### src/rtl/regfile_wb_scheduler_pkg.sv
// Shared types and constants for the register-file write-back scheduler.
package regfile_wb_scheduler_pkg;

    localparam int MAX_REG_ID = 16;
    localparam int REG_ID_W   = 4;
    localparam int VEC_BITS   = 256;
    localparam int TINY_CNT_W = 8;

    typedef logic [REG_ID_W-1:0]   RegisterID;
    typedef logic [VEC_BITS-1:0]   VectorValue;
    typedef logic [TINY_CNT_W-1:0] TinyCounter;

    typedef enum logic [1:0] {
        RUN    = 2'd0,
        DRAIN  = 2'd1,
        HALTED = 2'd2
    } sched_state_t;

    // The halted output drives this bit of machine_flags.
    localparam logic [31:0] MACHINE_FLAGS_MASK_HALT = 32'h0000_0001;

endpackage

### src/rtl/regfile_wb_scheduler_rr_arbiter.sv
// Combinational round-robin arbiter: scans from ptr, returns a one-hot grant
// and the pointer value to load when a grant is taken.
module regfile_wb_scheduler_rr_arbiter
    import regfile_wb_scheduler_pkg::*;
#(
    parameter int N  = 3,
    parameter int PW = (N > 1) ? $clog2(N) : 1
) (
    input  logic [N-1:0]  req,
    input  logic [PW-1:0] ptr,
    output logic [N-1:0]  gnt,
    output logic [PW-1:0] nxt_ptr
);

    always_comb begin
        int unsigned idx;
        idx     = 0;
        gnt     = '0;
        nxt_ptr = ptr;
        for (int unsigned k = 0; k < N; k++) begin
            idx = (32'(ptr) + k) % N;
            if (gnt == '0 && req[idx]) begin
                gnt[idx] = 1'b1;
                nxt_ptr  = PW'((idx + 1) % N);
            end
        end
    end

endmodule

### src/rtl/regfile_wb_scheduler.sv
// Write-back scheduler: arbitrates requesters onto the register-file write port,
// tracks pending writes per register and sequences halt.
module regfile_wb_scheduler
    import regfile_wb_scheduler_pkg::*;
#(
    parameter int NUM_REQ  = 3,
    parameter int NUM_REGS = MAX_REG_ID,
    parameter int ID_W     = REG_ID_W,
    parameter int VEC_W    = VEC_BITS,
    parameter int CNT_W    = TINY_CNT_W
) (
    input  logic                     clk,
    input  logic                     rst_n,
    input  logic [NUM_REQ-1:0]       wb_valid,
    input  logic [NUM_REQ*ID_W-1:0]  wb_id,
    input  logic [NUM_REQ*VEC_W-1:0] wb_data,
    output logic [NUM_REQ-1:0]       wb_ready,
    output logic                     rf_we,
    output logic [ID_W-1:0]          rf_wid,
    output logic [VEC_W-1:0]         rf_wdata,
    input  logic                     iss_valid,
    input  logic [ID_W-1:0]          iss_id,
    output logic                     iss_ready,
    input  logic [ID_W-1:0]          rd_id,
    output logic                     rd_busy,
    input  logic                     halt_req,
    output logic                     halted,
    output logic                     err_underflow
);

    localparam int PW = (NUM_REQ > 1) ? $clog2(NUM_REQ) : 1;

    sched_state_t         state;
    logic [PW-1:0]        rr_ptr;
    logic [PW-1:0]        nxt_ptr;
    logic [NUM_REQ-1:0]   req;
    logic [NUM_REQ-1:0]   gnt;
    logic [CNT_W-1:0]     cnt [NUM_REGS];
    logic [NUM_REGS-1:0]  inc_vec;
    logic [NUM_REGS-1:0]  dec_vec;
    logic [ID_W-1:0]      win_id;
    logic [VEC_W-1:0]     win_data;
    logic                 iss_ok;
    logic                 rd_ok;
    logic                 commit_ok;
    logic                 iss_fire;
    logic                 all_idle;

    assign req = (rst_n && state != HALTED) ? wb_valid : '0;

    regfile_wb_scheduler_rr_arbiter #(.N(NUM_REQ), .PW(PW)) u_rr_arbiter (
        .req     (req),
        .ptr     (rr_ptr),
        .gnt     (gnt),
        .nxt_ptr (nxt_ptr)
    );

    assign wb_ready  = gnt;
    assign iss_ok    = 32'(iss_id) < NUM_REGS;
    assign rd_ok     = 32'(rd_id) < NUM_REGS;
    assign commit_ok = rf_we && (32'(rf_wid) < NUM_REGS);
    assign iss_ready = rst_n && (state == RUN) && iss_ok && (cnt[iss_id] != '1);
    assign iss_fire  = iss_valid && iss_ready;
    assign rd_busy   = rd_ok && (cnt[rd_id] != '0);

    always_comb begin
        win_id   = '0;
        win_data = '0;
        for (int unsigned i = 0; i < NUM_REQ; i++) begin
            if (gnt[i]) begin
                win_id   = wb_id[i*ID_W +: ID_W];
                win_data = wb_data[i*VEC_W +: VEC_W];
            end
        end
    end

    always_comb begin
        inc_vec  = '0;
        dec_vec  = '0;
        all_idle = !rf_we && (wb_valid == '0);
        for (int unsigned r = 0; r < NUM_REGS; r++) begin
            inc_vec[r] = iss_fire && (32'(iss_id) == r);
            dec_vec[r] = commit_ok && (32'(rf_wid) == r);
            if (cnt[r] != '0) all_idle = 1'b0;
        end
    end

    // Simultaneous issue and commit on one register cancel; commits never wrap below zero.
    always_ff @(posedge clk or negedge rst_n) begin
        if (!rst_n) begin
            for (int unsigned r = 0; r < NUM_REGS; r++) cnt[r] <= '0;
            err_underflow <= 1'b0;
        end else begin
            for (int unsigned r = 0; r < NUM_REGS; r++) begin
                if (inc_vec[r] && !dec_vec[r])
                    cnt[r] <= cnt[r] + CNT_W'(1);
                else if (dec_vec[r] && !inc_vec[r] && cnt[r] != '0)
                    cnt[r] <= cnt[r] - CNT_W'(1);
            end
            if (commit_ok && cnt[rf_wid] == '0) err_underflow <= 1'b1;
        end
    end

    always_ff @(posedge clk or negedge rst_n) begin
        if (!rst_n) begin
            state    <= RUN;
            halted   <= 1'b0;
            rr_ptr   <= '0;
            rf_we    <= 1'b0;
            rf_wid   <= '0;
            rf_wdata <= '0;
        end else begin
            rf_we <= |gnt;
            if (|gnt) begin
                rf_wid   <= win_id;
                rf_wdata <= win_data;
                rr_ptr   <= nxt_ptr;
            end
            case (state)
                RUN:    if (halt_req) state <= DRAIN;
                DRAIN:  if (all_idle) begin
                            state  <= HALTED;
                            halted <= 1'b1;
                        end
                HALTED: halted <= 1'b1;
                default: state <= RUN;
            endcase
        end
    end

    always_ff @(posedge clk) begin
        if (rst_n) begin
            if (iss_valid) assert (iss_ok);
            assert (rd_ok);
            if (|gnt) assert (32'(win_id) < NUM_REGS);
        end
    end

endmodule

### config.mk
export PLATFORM = sky130hd
export DESIGN_NAME = regfile_wb_scheduler
export DESIGN_NICKNAME = d
export VERILOG_FILES = /design/src/rtl/regfile_wb_scheduler_pkg.sv /design/src/rtl/regfile_wb_scheduler_rr_arbiter.sv /design/src/rtl/regfile_wb_scheduler.sv
export SDC_FILE = /design/constraint.sdc
export NUM_CORES = 1
export LEC_CHECK = 0
export ABC_AREA = 1
export CAP_MARGIN = 20
export CORE_AREA = 2 2 414 416
export CTS_CLUSTER_SIZE = 14
export DETAILED_ROUTE_END_ITERATION = 6
export DIE_AREA = 0 0 416 418
export HOLD_SLACK_MARGIN = 0.12
export MAX_ROUTING_LAYER = met4
export PLACE_DENSITY_LB_ADDON = 0.1
export SLEW_MARGIN = 10
export SYNTH_ARGS = -nofsm -noshare
export SYNTH_HDL_FRONTEND = slang
export SYNTH_SLANG_ARGS = --single-unit
### constraint.sdc
create_clock -name clk -period 5.9 [get_ports clk]
set_clock_uncertainty 0.1 [all_clocks]
set_input_delay 1.475 -clock clk [delete_from_list [all_inputs] [get_ports clk]]
set_output_delay 1.475 -clock clk [all_outputs]
set_load 0.02 [all_outputs]
==> metrics, run 1 <==
status finished, final reports clean; DRT Wirelength ~210 mm; RSZ-0062 raised after global routing false; CP Class input port to flop; post-synth net total 4196; root buffer cell clkbuf_16; crit-path max cell delay 0.50 ns; clock insertion delay at the later pin of the skew report 0.66 ns; Slew Viols, Final 0; Final ANT Viol Nets 0; Cells after DPL around 6600; Die H ~420 µm; Logic pwr share a little over a tenth; VDD IR max approximately 0.14 mV; Worst setup SP type input port; yosys warns 0; Synth cell types 52; Max Buffers Root-to-Sink 3; H-tree levels 3; sequential element share of the synthesized area about two fifths; max cap viols 0; cts bufs inserted 66; I/O Pins roughly 1100; clock sinks roughly 400; max_slew headroom 36.7%; Hold Buf Count CTS 0; final setup fails 0; Clk network pwr share a little over half; core area 169000 µm²; maximum clock frequency approximately 180 MHz; Vias ~30000; chip width about 420 µm; Worst Hold Class flop to flop; Synth area leader dfrtp_1; Pint 5540 µW; area growth from synthesis to layout 67.2%; layout cells sized above 1 a little over 9%; CTS tree built; net load switching power 2000 µW; Slew @ Worst Pin ~0.95 ns; min Tclk post-route 5.56 ns; synthesized area per cell a little under 8 µm²; Net Sw Frac 26.5%; post-synth top area share 39.1%; Synth async-reset ratio 100%; top_reg_cell synth dfrtp_1; CP required about 6.3 ns; number of flops mapped to enable cells by yosys 0; WHS approximately 0.39 ns; Filler Cells Inserted about 19000; initial core utilization ~15%; Hold Vio Cnt, Final 0; first-pass GRT wire length between 200 and 300 mm; Crit Path Max Fanout 26; GRT Overall Usage 23.7%; Reg power frac a little over a third; layout net count about 5400; Critical Path AT around 6.0 ns; crit end category flop; PwrDens 178 nW/µm²; postcts setup bufs 0; Clock transition at path regs 0.05 ns; Buffers on Ports roughly 1100; largest net degree at the start of global routing 124; Detailed Place HPWL around 170 mm; Yosys reg bits 395; Crit path buffers/inverters 9; initial antenna violation count ~140; non-filler cells, final between 6000 and 7000; residual DRC count 0; WL/cell 30.6 µm; Mapped Area 25300 µm²; Post-Synthesis Cells around 3300; vias in the first global route 30200; Leakage Power ~0.017 µW; cell family with the largest share of critical-path delay buffers and inverters; Initial DRC Count ~2200; Pre-antenna DRT Iters 5; Vias/cell 4.42; die area between 150000 and 200000 µm²; placer congestion estimate a little over 0.9; CP max-delay cell clkdlybuf4s50_1; total grt overflow 0; Synth area leaders dfrtp_1, nand2_1, o211ai_1; Final Cycle Share between 90% and 100%; FP Rows 151
-- layout by cell type, fill, tap and decap left out, drive strengths merged, types with 2 or more instances in the layout --
| cell | count |
|---|---|
| clkinvlp | 3 |
| nor3 | 12 |
| o22ai | 53 |
| o221ai | 5 |
| ha | 111 |
| nand3 | 94 |
| a22oi | 2 |
| o21ai | 432 |
| o2111ai | 2 |
| inv | 266 |
| a31oi | 17 |
| o31ai | 2 |
| mux2 | 3 |
| nor2 | 102 |
| clkdlybuf4s50 | 1060 |
| clkinv | 7 |
| a31o | 2 |
| nor4 | 26 |
| o21bai | 4 |
| o211ai | 260 |
| nand4 | 17 |
| dfrtp | 395 |
| or2 | 15 |
| nand2 | 774 |
| a221oi | 3 |
| diode | 67 |
| a21oi | 342 |
| xnor2 | 11 |
| buf | 247 |
| xor2 | 80 |
| clkbuf | 97 |
| a22o | 3 |
| fa | 16 |
| nand3b | 18 |
| a41oi | 2 |
-- cell type report --
class / count / area [µm²] / area share, %
clock buffer: 97 / 1940 / 4.59
antenna: 67 / 168 / 0.397
inverter: 264 / 1010 / 2.39
clock inverter: 13 / 193 / 0.456
multi-input combinational: 2412 / 13600 / 32.1
tap: 2218 / 2780 / 6.57
sequential: 395 / 9880 / 23.4
timing repair buffer: 1308 / 12700 / 30.1
-- Yosys cell counts, types with 3 or more instances --
master	n
nor3_1	11
buf_4	3
buf_1	5
a21oi_1	341
o22ai_1	53
nor4_1	26
nor2_2	7
xor2_1	80
nand2_2	11
nand3b_1	18
nor2_1	92
clkbuf_1	145
fa_1	16
o21ai_0	384
or2_2	15
nand3_1	88
a221oi_1	3
xnor2_1	11
o221ai_1	5
buf_2	49
inv_2	12
nand2_1	760
nor2_4	3
dfrtp_1	395
a22o_1	3
ha_1	111
o211ai_1	260
a31oi_1	16
nand3_2	5
inv_1	252
nand2_4	3
o21bai_1	4
nand4_1	15
o21ai_1	47
mux2_2	3
-- worst paths after layout --
kind / startpoint / endpoint / slack, ns / cells past startpoint
min in group asynchronous: rst_n / cnt[75] / 0.53 / 1
setup reg to reg: rr_ptr[1] / rr_ptr[1] / 0.93 / 38
hold / removal: halted / halted / 0.39 / 1
hold reg to reg: halted / halted / 0.39 / 1
max in group asynchronous: rst_n / rf_wdata[6] / 2.63 / 4
setup / recovery: iss_id[1] / cnt[55] / 0.34 / 30
-- cell families (layout without fill, tap and decap cells) --
group	Yosys count	after routing	synth area share, %
xor+xnor	91	91	3.15
compound gates	1133	1133	25.9
other cells	0	67	0
buf+inv	467	1682	7.26
flops	395	395	39.1
mux	3	3	0.134
simple gates	1058	1058	17.7
fa+ha+maj	127	127	6.77
-- layer usage --
layer / part of all wire (%) / GRT usage [%]
met1: 42 / 28.7
met5: 0 / -
met4: 3.3 / 6.66
met3: 6.8 / 6.01
met2: 48 / 38.8
-- flip-flops by register name (all words and copies together) (netlist names) --
signal and cells:
rr_ptr 2, halted 1, cnt 128, err_underflow 1
rf_wid 4, rf_we 1, state 2, rf_wdata 256
-- timing repair --
action | 4_1_cts | 5_1_grt
endpoints found under the hold margin | 0 | 0
endpoints found under the setup margin | 0 | 9
resized for setup | 0 | 7
-- through the flow --
stage	total power, µW	area [µm²]	setup WS, ns	TNS (ns)	util [%]
after floorplan	2810	25300	0.614	0	-
after global placement	3530	39900	-0.357	-5.28	23.6
after detailed placement	3540	39900	-0.349	-6.26	23.6
after CTS	7680	42100	0.0319	0	24.9
after global routing	7790	42200	0.00217	0	25.0
final	7540	42200	0.345	0	25.0
-- power groups by stage --
stage	logic [µW]	registers, µW	clock network [µW]
global route	822	2710	4260
floorplan	45.9	2760	0
CTS	783	2710	4190
global placement	775	2760	0
finish	785	2710	4040
detailed placement	778	2760	0
No activity file was read; power rests on OpenSTA's default activity.
==> run 2, diff against run 1 <==
- CTS_CLUSTER_DIAMETER: not set -> 150
==> metrics, run 2 (synthesis results as in run 1) <==
Critical Path Start iss_id[1]; Most flops, register rf_wdata; CP required 4.32 ns (-2.01 ns); Final Cycle Share 98.9% (+4.7 points); Slew @ Worst Pin 0.985 ns (+0.0349 ns); Worst setup SP type input port; Worst Hold Class flop to flop; placer congestion estimate 0.935 (unchanged); crit end category output pin; start of the worst register-to-register path rr_ptr[1]; max_slew headroom 34.4% (-2.3 points); cts bufs inserted 37 (-44%); largest net degree at the start of global routing 124 (unchanged); final core utilization 24.3% (-0.64 points); Vias 29700 (-0.60%); Leakage Power 0.0164 µW (-3.2%); area growth from synthesis to layout 63.0%; CP max-delay cell clkdlybuf4s50_1; crit-path max cell delay 0.60 ns (+0.10 ns); maximum clock frequency 171 MHz (-4.8%); max cap viols 0 (unchanged); crit-path most repeated cell buf_4; clock sinks 395 (unchanged); WL/cell 30.8 µm (+0.57%); PwrDens 148 nW/µm² (-17%); Buffers on Ports 1062 (unchanged); chip width 416 µm (unchanged); clock insertion delay at the later pin of the skew report 0.63 ns (-0.03 ns); commonest non-fill, non-tap cell in the layout clkdlybuf4s50_1; most frequent cells in the layout clkdlybuf4s50_1, nand2_1, dfrtp_1; first-pass GRT wire length 272 mm (-0.52%); Critical Path AT 4.26 ns (-1.73 ns); Max Buffers Root-to-Sink 3 (unchanged); Hold Buf Count CTS 0 (unchanged); worst-path cell chain clkdlybuf4s50_1, buf_4, nand2_1, buf_12, buf_4, o22ai_1, o21ai_0, nand4_1, o2111a_1, a41oi_2, buf_4, clkdlybuf4s50_1; Die H 418 µm (unchanged); total grt overflow 0 (unchanged); cell family with the largest share of critical-path delay buffers and inverters; Hold Vio Cnt, Final 0 (unchanged); Worst Slack Setup Final 0.0672 ns (-0.277 ns); Crit path buffers/inverters 6 (-3); initial antenna violation count 135 (-2.2%); top flop regs rf_wdata x256, cnt x128, rf_wid x4; hold_sp halted; Slew Viols, Final 0 (unchanged); layout cells sized above 1 8.31% (-0.91 points); Clock transition at path regs 0.09 ns (+0.04 ns); initial core utilization 14.9% (unchanged); Detailed Place HPWL 169 mm (unchanged); I/O Pins 1063 (unchanged); Final ANT Viol Nets 0 (unchanged); CP Class input port to output pin; FP Rows 151 (unchanged); residual DRC count 0 (unchanged); layout net count 5340 (-0.54%); vias in the first global route 29900 (-0.82%); final setup fails 0 (unchanged); CTS tree built; Vias/cell 4.43 (+0.37%); Crit Path Max Fanout 26 (unchanged); min Tclk post-route 5.83 ns (+0.277 ns); max reg flops 256 (unchanged); RSZ-0062 raised after global routing false; GRT Overall Usage 23.5% (-0.17 points); VDD IR max 0.144 mV (-0.16%); die area 174000 µm² (unchanged); Pre-antenna DRT Iters 5 (unchanged); Initial DRC Count 2302 (+2.6%); DRT Wirelength 206 mm (-0.41%); worst slack at placement -0.349 ns (unchanged); H-tree levels 2 (-1); root buffer cell clkbuf_16; Filler Cells Inserted 18600 (+0.43%); status finished, final reports clean; core area 169000 µm² (unchanged)
run 2: cell count changes in the layout (fill, tap and decap cells not counted), sizes merged:
cell / before / now
diode: 67 / 62
clkinv: 7 / 3
clkinvlp: 3 / 4
inv: 266 / 265
clkbuf: 97 / 40
dlymetal6s2s: 1 / 0
clkdlybuf4s50: 1060 / 1061
run 2: worst reg2reg max path, delay by kind of cell, from the launching register on:
family | cells | cell delay (ns)
AND/OR/NAND/NOR | 23 | 2.12
adder cells (fa/ha/maj) | 4 | 1.00
buffers and inverters | 9 | 0.96
flip-flops | 1 | 0.50
AO/OA/AOI/OAI | 2 | 0.19
run 2: path summary, 6_finish.rpt:
check	endpoint	slack, ns	cells past startpoint
worst max-delay path	iss_ready	0.07	12
worst min-delay path	halted	0.39	1
worst max register to register	rr_ptr[1]	0.94	38
worst min register to register	halted	0.39	1
max in group asynchronous	rf_wdata[195]	2.54	4
min in group asynchronous	cnt[75]	0.54	1
run 2: metal layers:
metal	share of wire (%)	GRT usage, %	vias up	wire [µm]
li1	-	-	13700	-
met1	42	28.6	14700	87300
met2	48	38.6	1104	98600
met3	6.4	5.63	320	13300
met4	3.5	6.75	0	7320
met5	0	-	-	0
run 2: area by class of cell:
| cell class | instances | area [µm²] | area share, % |
|---|---|---|---|
| multi-input combinational | 2412 | 13600 | 33.0 |
| timing repair buffer | 1308 | 12700 | 30.8 |
| sequential | 395 | 9880 | 24.0 |
| tap | 2218 | 2780 | 6.74 |
| inverter | 264 | 1010 | 2.45 |
| clock buffer | 40 | 958 | 2.33 |
| antenna | 62 | 155 | 0.377 |
| clock inverter | 9 | 113 | 0.273 |
run 2: repair_timing:
action,CTS,global route
buffers inserted,0,0
setup endpoints to repair,0,12
resized for setup,0,9
run 2: through the flow:
| step | hold slack [ns] | TNS (ns) | instance area [µm²] | total power [µW] | std cells |
|---|---|---|---|---|---|
| finish | 0.389 | 0 | 41200 | 6090 | 6708 |
| detailed placement | 0.366 | -6.26 | 39900 | 3540 | 6597 |
| global placement | 0.364 | -5.28 | 39900 | 3530 | 6597 |
| floorplan | 0.392 | 0 | 25300 | 2810 | 3274 |
| global route | 0.417 | 0 | 41100 | 6330 | 6694 |
| CTS | 0.399 | 0 | 41000 | 6230 | 6646 |
run 2: report_power, final:
group | leakage (µW) | switching [µW] | internal (µW)
clock network | 0.000510 | 1390 | 1220
registers | 0.00492 | 0 | 2700
logic | 0.0110 | 289 | 495
total | 0.0164 | 1670 | 4420
==> run 3, diff against run 2 <==
- CTS_BUF_LIST: not set -> sky130_fd_sc_hd__clkbuf_4 sky130_fd_sc_hd__clkbuf_8
==> metrics, run 3 (synthesis results as in run 1) <==
worst slack at placement -0.349 ns (unchanged); WL/cell 30.8 µm (about the same); Slew @ Worst Pin 0.943 ns (-0.0415 ns); FP Rows 151 (unchanged); I/O Pins 1063 (unchanged); Leakage Power 0.0163 µW (-1.0%); DRT Wirelength 206 mm (about the same); Post-DP Area 39900 µm² (unchanged); final core utilization 24.1% (-0.25 points); Worst Hold Class flop to flop; Final Cell Area 40700 µm² (-1.0%); Initial DRC Count 2181 (-5.3%); Pre-antenna DRT Iters 6 (+1); root buffer cell clkbuf_8; chip width 416 µm (unchanged); Crit Path Max Fanout 6 (-77%); Most flops, register rf_wdata; Final ANT Viol Nets 0 (unchanged); CP Class input port to output pin; largest net degree at the start of global routing 124 (unchanged); status finished, final reports clean; CTS resizes 0 (unchanged); postcts setup bufs 0 (unchanged); net load switching power 1590 µW (-5.0%); maximum clock frequency 180 MHz (+5.1%); clock sinks 395 (unchanged); Worst Slack Setup Final 0.351 ns (+0.284 ns); Worst setup SP type input port; Clk network pwr share 36.0% (-6.7 points); Reg power frac 49.6% (+5.2 points); first-pass GRT wire length 272 mm (about the same); GRT Overall Usage 23.5% (about the same); initial antenna violation count 140 (+3.7%); max_slew headroom 37.1% (+2.8 points); Net Sw Frac 29.2% (+1.7 points); clock insertion delay at the later pin of the skew report 0.74 ns (+0.11 ns); residual DRC count 0 (unchanged); H-tree levels 2 (unchanged); Multi-input gate area 13600 µm² (about the same); core area 169000 µm² (unchanged); commonest non-fill, non-tap cell in the layout clkdlybuf4s50_1; Clock transition at path regs 0.12 ns (+0.03 ns); most frequent cells in the layout clkdlybuf4s50_1, nand2_1, dfrtp_1; CTS tree built; min Tclk post-route 5.55 ns (-0.284 ns); CP required 4.32 ns (about the same); top flop regs rf_wdata x256, cnt x128, rf_wid x4; max reg flops 256 (unchanged); Pint 3860 µW (-13%); Die H 418 µm (unchanged); initial core utilization 14.9% (unchanged); die area 174000 µm² (unchanged); Slew Viols, Final 0 (unchanged); Hold Vio Cnt, Final 0 (unchanged); vias in the first global route 29900 (-0.11%); layout cells sized above 1 8.29% (-0.023 points); Vias 29600 (-0.49%); area growth from synthesis to layout 61.3%; Buffers on Ports 1062 (unchanged); Hold Buf Count CTS 0 (unchanged); PwrDens 134 nW/µm² (-9.5%); total grt overflow 0 (unchanged); layout net count 5340 (unchanged); Critical Path AT 3.97 ns (-0.29 ns); Vias/cell 4.41 (-0.52%); placer congestion estimate 0.935 (unchanged); FF/Latch Area 9880 µm² (unchanged); Max Buffers Root-to-Sink 3 (unchanged); final setup fails 0 (unchanged); crit end category output pin; max cap viols 0 (unchanged); Logic pwr share 14.4% (+1.5 points); Final Cycle Share 94.1% (-4.8 points); Filler Cells Inserted 18700 (+0.32%); RSZ-0062 raised after global routing false; WHS 0.398 ns (+0.00896 ns); cts bufs inserted 37 (unchanged); VDD IR max 0.102 mV (-29%); Detailed Place HPWL 169 mm (unchanged)
==> run 3: cell count changes in the layout (fill, tap and decap cells not counted), sizes merged <==
cell | previous run | this run
clkdlybuf4s50 | 1061 | 1060
clkinv | 3 | 2
diode | 62 | 64
dlymetal6s2s | 0 | 1
inv | 265 | 266
==> run 3: per-stage QoR <==
stage                     setup TNS, ns  power (µW)  instances
after floorplan                       0        2810       3274
after global placement            -5.28        3530       6597
after detailed placement          -6.26        3540       6597
after CTS                             0        5590       6646
after global routing                  0        5690       6699
final                                 0        5460       6710
==> run 3: power by group through the flow <==
stage                     sequential [µW]  clock [µW]  combinational, µW
after floorplan                      2760           0               45.9
after global placement               2760           0                775
after detailed placement             2760           0                778
after CTS                            2710        2100                783
after global routing                 2710        2160                822
final                                2710        1960                784
==> run 3: path summary, 6_finish.rpt <==
check | startpoint | endpoint | slack (ns) | cells past startpoint
setup / recovery | wb_valid[2] | wb_ready[1] | 0.35 | 14
hold / removal | halted | halted | 0.40 | 1
setup reg to reg | rr_ptr[1] | rr_ptr[1] | 0.92 | 38
hold reg to reg | halted | halted | 0.40 | 1
max in group asynchronous | rst_n | rf_wdata[191] | 2.65 | 4
min in group asynchronous | rst_n | cnt[75] | 0.42 | 1
==> run 3: critical path, stage by stage <==
cell	delay, ns
clkdlybuf4s50_1	0.53
nand3_4	0.12
nor2_1	0.10
nand2_1	0.09
nand2_2	0.15
nand4_2	0.11
nand2_2	0.13
nor2_4	0.05
nand2_4	0.06
buf_4	0.16
inv_2	0.07
a21oi_4	0.29
inv_8	0.04
clkdlybuf4s50_1	0.58
==> run 3: per-layer routing <==
layer  vias up  wire (µm)  part of all wire, %  GRT usage (%)
met5         -          0                    0              -
met4         0       6670                  3.2           6.88
met3       287      14700                  7.1           5.66
met2      1074      99000                   48           38.5
met1     14600      86000                   42           28.6
li1      13600          -                    -              -
==> run 3: final cells by class <==
class	instances	share of cell area, %
Antenna cell	64	0.393
Clock buffer	40	1.32
Clock inverter	9	0.258
Inverter	264	2.48
Multi-Input combinational cell	2412	33.3
Sequential cell	395	24.3
Tap cell	2218	6.81
Timing Repair Buffer	1308	31.2
